### src/rtl/rs232_pkg.sv
// Shared RS232 definitions: frame states, data width and frame-length helper.
// Used by both the transmit and receive paths.
package rs232_pkg;

  typedef enum logic [2:0] {
    IDLE,
    START,
    DATA,
    PARITY,
    STOP
  } rs232_state_t;

  localparam int DATA_BITS = 8;

  function automatic int unsigned frame_cycles(
    input int unsigned div,
    input logic        stop2,
    input logic        parity
  );
    return (10 + 32'(stop2) + 32'(parity)) * (div + 1);
  endfunction

endpackage

### src/rtl/rs232_baud_tick.sv
// Bit-period timer: counts 0..div and pulses tick on the last count.
// A start pulse realigns the period to the accept edge.
module rs232_baud_tick #(
  parameter int DIV_W = 16
) (
  input  logic             clk,
  input  logic             reset,
  input  logic             start,
  input  logic [DIV_W-1:0] div,
  output logic             tick
);

  logic [DIV_W-1:0] cnt;

  assign tick = (cnt == div);

  always_ff @(posedge clk) begin
    if (reset || start || tick)
      cnt <= '0;
    else
      cnt <= cnt + 1'b1;
  end

endmodule

### src/rtl/rs232_tx.sv
// RS232 transmitter: start, 8 data bits LSB-first, optional parity, 1/2 stop.
// Define RS232_TX_PARITY_EN to build in the parity bit.
module rs232_tx
  import rs232_pkg::*;
#(
  parameter int DIV_W  = 16,
  parameter int DATA_W = 8
) (
  input  logic              clk,
  input  logic              reset,
  input  logic [DATA_W-1:0] tx_data,
  input  logic              tx_valid,
  output logic              tx_ready,
  input  logic [DIV_W-1:0]  r_baud_div,
  input  logic              r_stop2,
  input  logic              r_parity_odd,
  output logic              tx,
  output logic              tx_busy
);

  localparam int IW = $clog2(DATA_BITS);
  localparam logic [IW-1:0] LAST_BIT = IW'(DATA_BITS - 1);

  rs232_state_t      state;
  logic [DATA_W-1:0] shreg;
  logic [IW-1:0]     bit_idx;
  logic              stop_idx;
  logic              stop2_l;
  logic [DIV_W-1:0]  div_l;
  logic              tick;
  logic              accept;
  logic              last_stop;

`ifdef RS232_TX_PARITY_EN
  logic par_l;
`else
  logic unused_parity;
  assign unused_parity = r_parity_odd;
`endif

  assign last_stop = (state == STOP) && (stop_idx == stop2_l);
  assign tx_ready  = (state == IDLE) || (last_stop && tick);
  assign tx_busy   = (state != IDLE);
  assign accept    = tx_valid && tx_ready;

  rs232_baud_tick #(
    .DIV_W(DIV_W)
  ) u_tick (
    .clk   (clk),
    .reset (reset),
    .start (accept),
    .div   (div_l),
    .tick  (tick)
  );

  always_ff @(posedge clk) begin
    if (reset) begin
      state    <= IDLE;
      tx       <= 1'b1;
      shreg    <= '0;
      bit_idx  <= '0;
      stop_idx <= 1'b0;
      stop2_l  <= 1'b0;
      div_l    <= '0;
`ifdef RS232_TX_PARITY_EN
      par_l    <= 1'b0;
`endif
    end else if (accept) begin
      state    <= START;
      tx       <= 1'b0;
      shreg    <= tx_data;
      bit_idx  <= '0;
      stop_idx <= 1'b0;
      stop2_l  <= r_stop2;
      div_l    <= r_baud_div;
`ifdef RS232_TX_PARITY_EN
      par_l    <= r_parity_odd ^ (^tx_data);
`endif
    end else if (tick) begin
      unique case (state)
        START: begin
          state <= DATA;
          tx    <= shreg[0];
          shreg <= shreg >> 1;
        end
        DATA: begin
          if (bit_idx == LAST_BIT) begin
`ifdef RS232_TX_PARITY_EN
            state <= PARITY;
            tx    <= par_l;
`else
            state <= STOP;
            tx    <= 1'b1;
`endif
          end else begin
            bit_idx <= bit_idx + 1'b1;
            tx      <= shreg[0];
            shreg   <= shreg >> 1;
          end
        end
        PARITY: begin
          state <= STOP;
          tx    <= 1'b1;
        end
        STOP: begin
          if (last_stop) begin
            state <= IDLE;
            tx    <= 1'b1;
          end else begin
            stop_idx <= 1'b1;
          end
        end
        default: ;
      endcase
    end
  end

endmodule

### config.mk
export PLATFORM = sky130hd
export DESIGN_NAME = rs232_tx
export DESIGN_NICKNAME = d
export VERILOG_FILES = /design/src/rtl/rs232_pkg.sv /design/src/rtl/rs232_baud_tick.sv /design/src/rtl/rs232_tx.sv
export SDC_FILE = /design/constraint.sdc
export NUM_CORES = 1
export LEC_CHECK = 0
export ABC_CLOCK_PERIOD_IN_PS = 3460
export CAP_MARGIN = 20
export CORE_MARGIN = 5
export CORE_UTILIZATION = 50
export DETAILED_ROUTE_END_ITERATION = 6
export PLACE_DENSITY = 0.71
export SLEW_MARGIN = 0
export SYNTH_ARGS = -nofsm -noshare
export SYNTH_HDL_FRONTEND = slang
export SYNTH_HIERARCHICAL = 1
export SYNTH_SLANG_ARGS = --single-unit
### constraint.sdc
create_clock -name clk -period 3.46 [get_ports clk]
set_input_delay 0.346 -clock clk [delete_from_list [all_inputs] [get_ports clk]]
set_output_delay 0.346 -clock clk [all_outputs]
set_load 0.02 [all_outputs]
# Word level (Yosys, flattened, before mapping)
# Index checks and enable logic that the tools add are counted.
[classes]
add_sub_neg = 2
eq_ne = 12
muxes = 14
n_bitwise = 2
reduce_logical = 19
[ops]
columns = ["cell", "n"]
rows = [
  ["8-bit 2-to-1 mux", 3],
  ["16-bit by 1-bit adder with 16-bit output (second input constant)", 1],
  ["16-bit == test", 1],
  ["8-bit case mux with 2 select lines", 1],
  ["3-bit case mux with 4 select lines", 1],
  ["3-bit AND reduction", 4],
  ["3-bit by 2-bit inequality test with 1-bit output (second input constant)", 3],
  ["4-bit AND reduction", 2],
  ["3-bit by 2-bit == test with 1-bit output (second input constant)", 2],
  ["3-bit == test (second input constant)", 2],
  ["1-bit 2-to-1 mux", 6],
  ["3-bit 2-to-1 mux", 2],
  ["3-bit nonzero test", 2],
  ["5-bit nonzero test", 1],
  ["2-bit inequality test (second input constant)", 2],
  ["1-bit case mux with 4 select lines", 1],
  ["4-bit nonzero test", 1],
  ["3-bit by 1-bit adder with 3-bit output (second input constant)", 1],
  ["3-bit by 1-bit == test with 1-bit output (second input constant)", 1],
  ["1-bit logical AND", 3],
  ["3-bit zero test", 1],
  ["1-bit logical OR", 3],
  ["1-bit NOT", 2],
  ["2-bit nonzero test", 1],
  ["2 further kinds", 2],
]
[word_totals]
reg_bits = 49
input_bits = 29
out_inout_bits = 3
elab_cells = 58

# Logic depth before layout (Yosys ltp)
[logic_depth]
depth_word = 7
mapped_depth = 12

# Hierarchy
# Netlist, hierarchy kept.
[by_module_without_submodules]
columns = ["module", "instances", "cells_each", "area_per_inst_um2", "seq_area_each_um2"]
rows = [
  ["rs232_tx", 1, 139, 1443.9, 660.6],
  ["rs232_baud_tick", 1, 99, 918.4, 320.3],
]

# Worst setup path before layout
# OpenSTA, ideal clock, no wires.
[synth_path]
path_type = "reg-to-reg"
startpoint = "register u_tick.cnt[3]"
endpoint = "register u_tick.cnt[9]"
setup_time_ps = 137
t_arrival_ps = 2742
required_ps = 3323
setup_slack_ps = 581
stages_incl_launch_ff = 13
path_buffers = 5
period_less_slack_ps = 2879
cell_sequence = "dfxtp_1 buf_2 xnor2_1 nand4_1 nor4_4 buf_2 clkbuf_1 a41oi_4 inv_1 or2_2 buf_1 clkbuf_1 nor3_1"
[synth_between]
elab_chain_cells = 6
elab_cells_between_ends = 7
classes_between = "1 x add/sub; 1 x eq/ne; 5 x reduce/logical"
[synth_lines]
columns = ["item", "line", "source"]
rows = [
  ["from (decl)", "rs232_baud_tick.sv:13", "logic [DIV_W-1:0] cnt;"],
  ["from (signal assigned)", "rs232_baud_tick.sv:21", "cnt <= cnt + 1'b1;"],
  ["16-bit == test", "rs232_baud_tick.sv:15", "assign tick = (cnt == div);"],
  ["via tick", "rs232_tx.sv:30", "logic tick;"],
  ["1-bit logical AND", "rs232_tx.sv:42", "assign tx_ready = (state == IDLE) || (last_stop && tick);"],
  ["1-bit logical OR", "rs232_tx.sv:42", ""],
  ["1-bit logical AND", "rs232_tx.sv:44", "assign accept = tx_valid && tx_ready;"],
  ["via accept", "rs232_tx.sv:31", "logic accept;"],
  ["1-bit logical OR (2 in series)", "rs232_baud_tick.sv:18", "if (reset || start || tick)"],
]
# The timed path passes the listed nets, and every way through them passes these cells.
# A chain may end at the register's enable or synchronous reset.

# Final worst setup path
[layout_path]
startpoint = "register u_tick.cnt[3]"
endpoint = "output port tx_ready"
[layout_between]
elab_chain_cells = 3
[layout_lines]
columns = ["item", "line", "source"]
rows = [
  ["16-bit == test", "rs232_baud_tick.sv:15", ""],
  ["via tick", "rs232_tx.sv:30", ""],
  ["1-bit logical AND", "rs232_tx.sv:42", ""],
  ["1-bit logical OR", "rs232_tx.sv:42", ""],
  ["to (decl)", "rs232_tx.sv:13", "output logic tx_ready,"],
]
# The timed path passes the listed nets, and every way through them passes these cells.

==> flow_summary_export.csv <==
group,metric,value,unit
status,status,"completed",
die,io_pins,32,
synthesis,synth_top_area_cell,"dfxtp_1",
synthesis,synth_edf_count,0,
worst_setup_path,rrSetupSlack,0.96,ns
synthesis,netlist_instances,238,
clocking,cts_buffers,5,
placed_design,preCtsSetupSlack,0.945,ns
global_route,grt_pass1_wl,7.43,mm
synthesis,synthTopCellsByCount,"dfxtp_1 (49), nor2_1 (33), xnor2_1 (28), mux2i_1 (26), nor3_1 (19)",
synthesis,syn_area_per_cell,9.93,µm²
worst_setup_path,critical_path.startpoint,"u_tick/cnt[3]",
sta,worst_pin_slew,0.497,ns
synthesis,ys_seq_elements,49,
die,core,4660,µm²
sta,tns,0,ns
synthesis,ys_types,43,
global_route,grt_usage,0.149,
placed_design,port_buffers,30,
global_route,grt_max_degree,37,
sta,timing.slew.headroom,0.666,
die,start_util,0.507,
sta,period_share,0.816,
clocking,cts_sinks,49,
sta,fin_skew,0.00573,ns
clocking,clk_pin_slew_worst_paths,0.08,ns
synthesis,synth_most_common_cell,"dfxtp_1",
routing,viasPerCell,5.31,
worst_setup_path,crit_end,"tx_ready",
global_route,antenna_found_initial,0,
cells_and_area,syn2layout_area_growth,18.3,%
synthesis,synth_top_area_frac,0.415,
clocking,htreeDepth,2,
power_and_ir_drop,ir_drop,0.000279,V
clocking,clock_latency,0.30,ns
worst_setup_path,reg2reg_from,"u_tick/cnt[3]",
routing,dr.pass1.iters,4,
worst_setup_path,required,3.11,ns
worst_setup_path,crit_arrival,2.48,ns
clocking,post_cts_resize_count,0,
routing,vias,1700,
clocking,cts_tree,"built",
placed_design,post-dp-hpwl,3.07,mm
global_route,grt_pass1_vias,1666,
clocking,post_cts_buffers,0,
placed_design,gp_congestion,0.777,
sta,rsz0062_at_grt,"false",
synthesis,synth_flop_cell,"dfxtp_1",
global_route,grt-ovfl-total,0,
power_and_ir_drop,leakage,1.05,nW
routing,drc,0,
routing,routed_wl,4.28,mm
synthesis,yosys_warnings,6,
clocking,holdBufCountCts,0,
die,floorplan.rows,25,
die,die-area,6200,µm²
synthesis,syn-cell-area,2360,µm²
clocking,clk_path_buf_depth,2,
synthesis,synthTopCellsByArea,"dfxtp_1 (42%), mux2i_1 (11%), xnor2_1 (10%)",
synthesis,synthesis.nets,270,
routing,wl_per_cell,13.4,µm
clocking,clockRootBuffer,"clkbuf_8",
worst_setup_path,worstSetupPathType,"reg -> out",
sta,finalHoldViolCount,0,
flow_run,drv_cap,0,
sta,period_needed,2.82,ns
synthesis,async_flop_share,0,
cells_and_area,n_antenna_cell,0,
worst_setup_path,r2r-end,"shreg[4]",
routing,antenna_left,0,
cells_and_area,final_core_util,0.600,
cells_and_area,fin_nets,297,
die,die_w,78.7,µm
synthesis,yosysSeqAreaShare,0.415,
cells_and_area,stdcell_count,320,
worst_setup_path,end_kind,"output port",
power_and_ir_drop,power_density,456,nW/µm²
sta,finalSetupViolations,0,
cells_and_area,drive_gt1_frac,0.109,
cells_and_area,fill_cells,423,
worst_setup_path,rr_worst_depth,8,
worst_setup_path,start_kind,"flip-flop",
routing,drtIter0Drc,43,
sta,setup_ws,0.638,ns
min_path,min_path_type,"reg -> reg",
sta,slew_violations,0,
worst_setup_path,critPathMaxFanout,6,
die,fp.dieH,78.7,µm
sta,fmax,0.354,GHz
placed_design,post-place-cells,312,
## layout by cell type (no fill, tap or decap), drive strengths merged, types with 2 or more instances in the layout
cell type       n
a21oi           3
nand2b          3
ha              3
clkdlybuf4s50  30
clkbuf          7
o21ai           2
or2             2
mux2i          26
nor3b           2
a211oi          8
a41oi           2
dfxtp          49
nand3           6
nor2           34
nor3           19
nand4           7
xor2            3
xnor2          28
nor4            4
buf             3
nand2           9
inv             3
## cells by family (layout without fill, tap and decap cells)
group | Yosys count | in the layout | synth area share
XOR/XNOR | 31 | 31 | 0.115
flip-flops | 49 | 49 | 0.415
adder cells (fa/ha/maj) | 3 | 3 | 0.0159
multiplexers | 26 | 26 | 0.110
AND/OR/NAND/NOR | 92 | 92 | 0.216
AO/OA/AOI/OAI | 21 | 21 | 0.0922
buffers and inverters | 16 | 44 | 0.0360
## layout make-up
| cell class | instances | area, µm² | share of cell area |
|---|---|---|---|
| flip-flops and latches | 49 | 981 | 0.351 |
| repair buffers | 33 | 323 | 0.115 |
| clock inverters | 1 | 30.0 | 0.0107 |
| inverters | 3 | 11.3 | 0.00403 |
| clock buffers | 7 | 86.3 | 0.0309 |
| well taps | 54 | 67.6 | 0.0242 |
| multi-input cells | 173 | 1300 | 0.464 |
## metal layers
layer | global-route usage | share of wire | up-vias | wire [µm]
li1 | - | - | 882 | -
met1 | 0.174 | 0.47 | 783 | 2000
met2 | 0.261 | 0.47 | 28 | 2020
met3 | 0.0397 | 0.046 | 7 | 198
met4 | 0.0577 | 0.015 | 0 | 65
met5 | 0 | 0 | - | 0
## worst max-delay path: stages (launching register included)
cell             delay, ns
dfxtp_1               0.51
xnor2_1               0.16
nand4_1               0.16
nor4_4                0.45
nand2_1               0.08
a21boi_0              0.19
clkdlybuf4s50_1       0.63
## report_power, final
| group | switching [mW] | internal [mW] |
|---|---|---|
| registers | 0.0283 | 0.600 |
| logic | 0.118 | 0.116 |
| clock network | 0.177 | 0.236 |
## flip-flops by register name, indices dropped and copies added, names as in the netlist
name,count
stop2_l,1
div_l,16
bit_idx,3
shreg,8
stop_idx,1
tx,1
state,3
u_tick/cnt,16
## through the flow
step | instance area, µm² | hold slack, ns | power, mW
global route | 2800 | 0.524 | 1.34
floorplan | 2360 | 0.447 | 0.814
CTS | 2800 | 0.477 | 1.29
finish | 2800 | 0.475 | 1.27
global placement | 2680 | 0.462 | 0.877
detailed placement | 2680 | 0.464 | 0.879
## worst min path at each step
stage                        start        to  slack [ns]  cells after the start
after floorplan           shreg[7]  shreg[7]        0.45                      2
after global placement    shreg[7]  shreg[7]        0.46                      2
after detailed placement  shreg[7]  shreg[7]        0.46                      2
after CTS                 shreg[7]  shreg[7]        0.48                      2
after global routing      shreg[7]  shreg[7]        0.52                      2
final                     shreg[7]  shreg[7]        0.48                      2
Note: power is estimated with default switching activity, not from simulation.
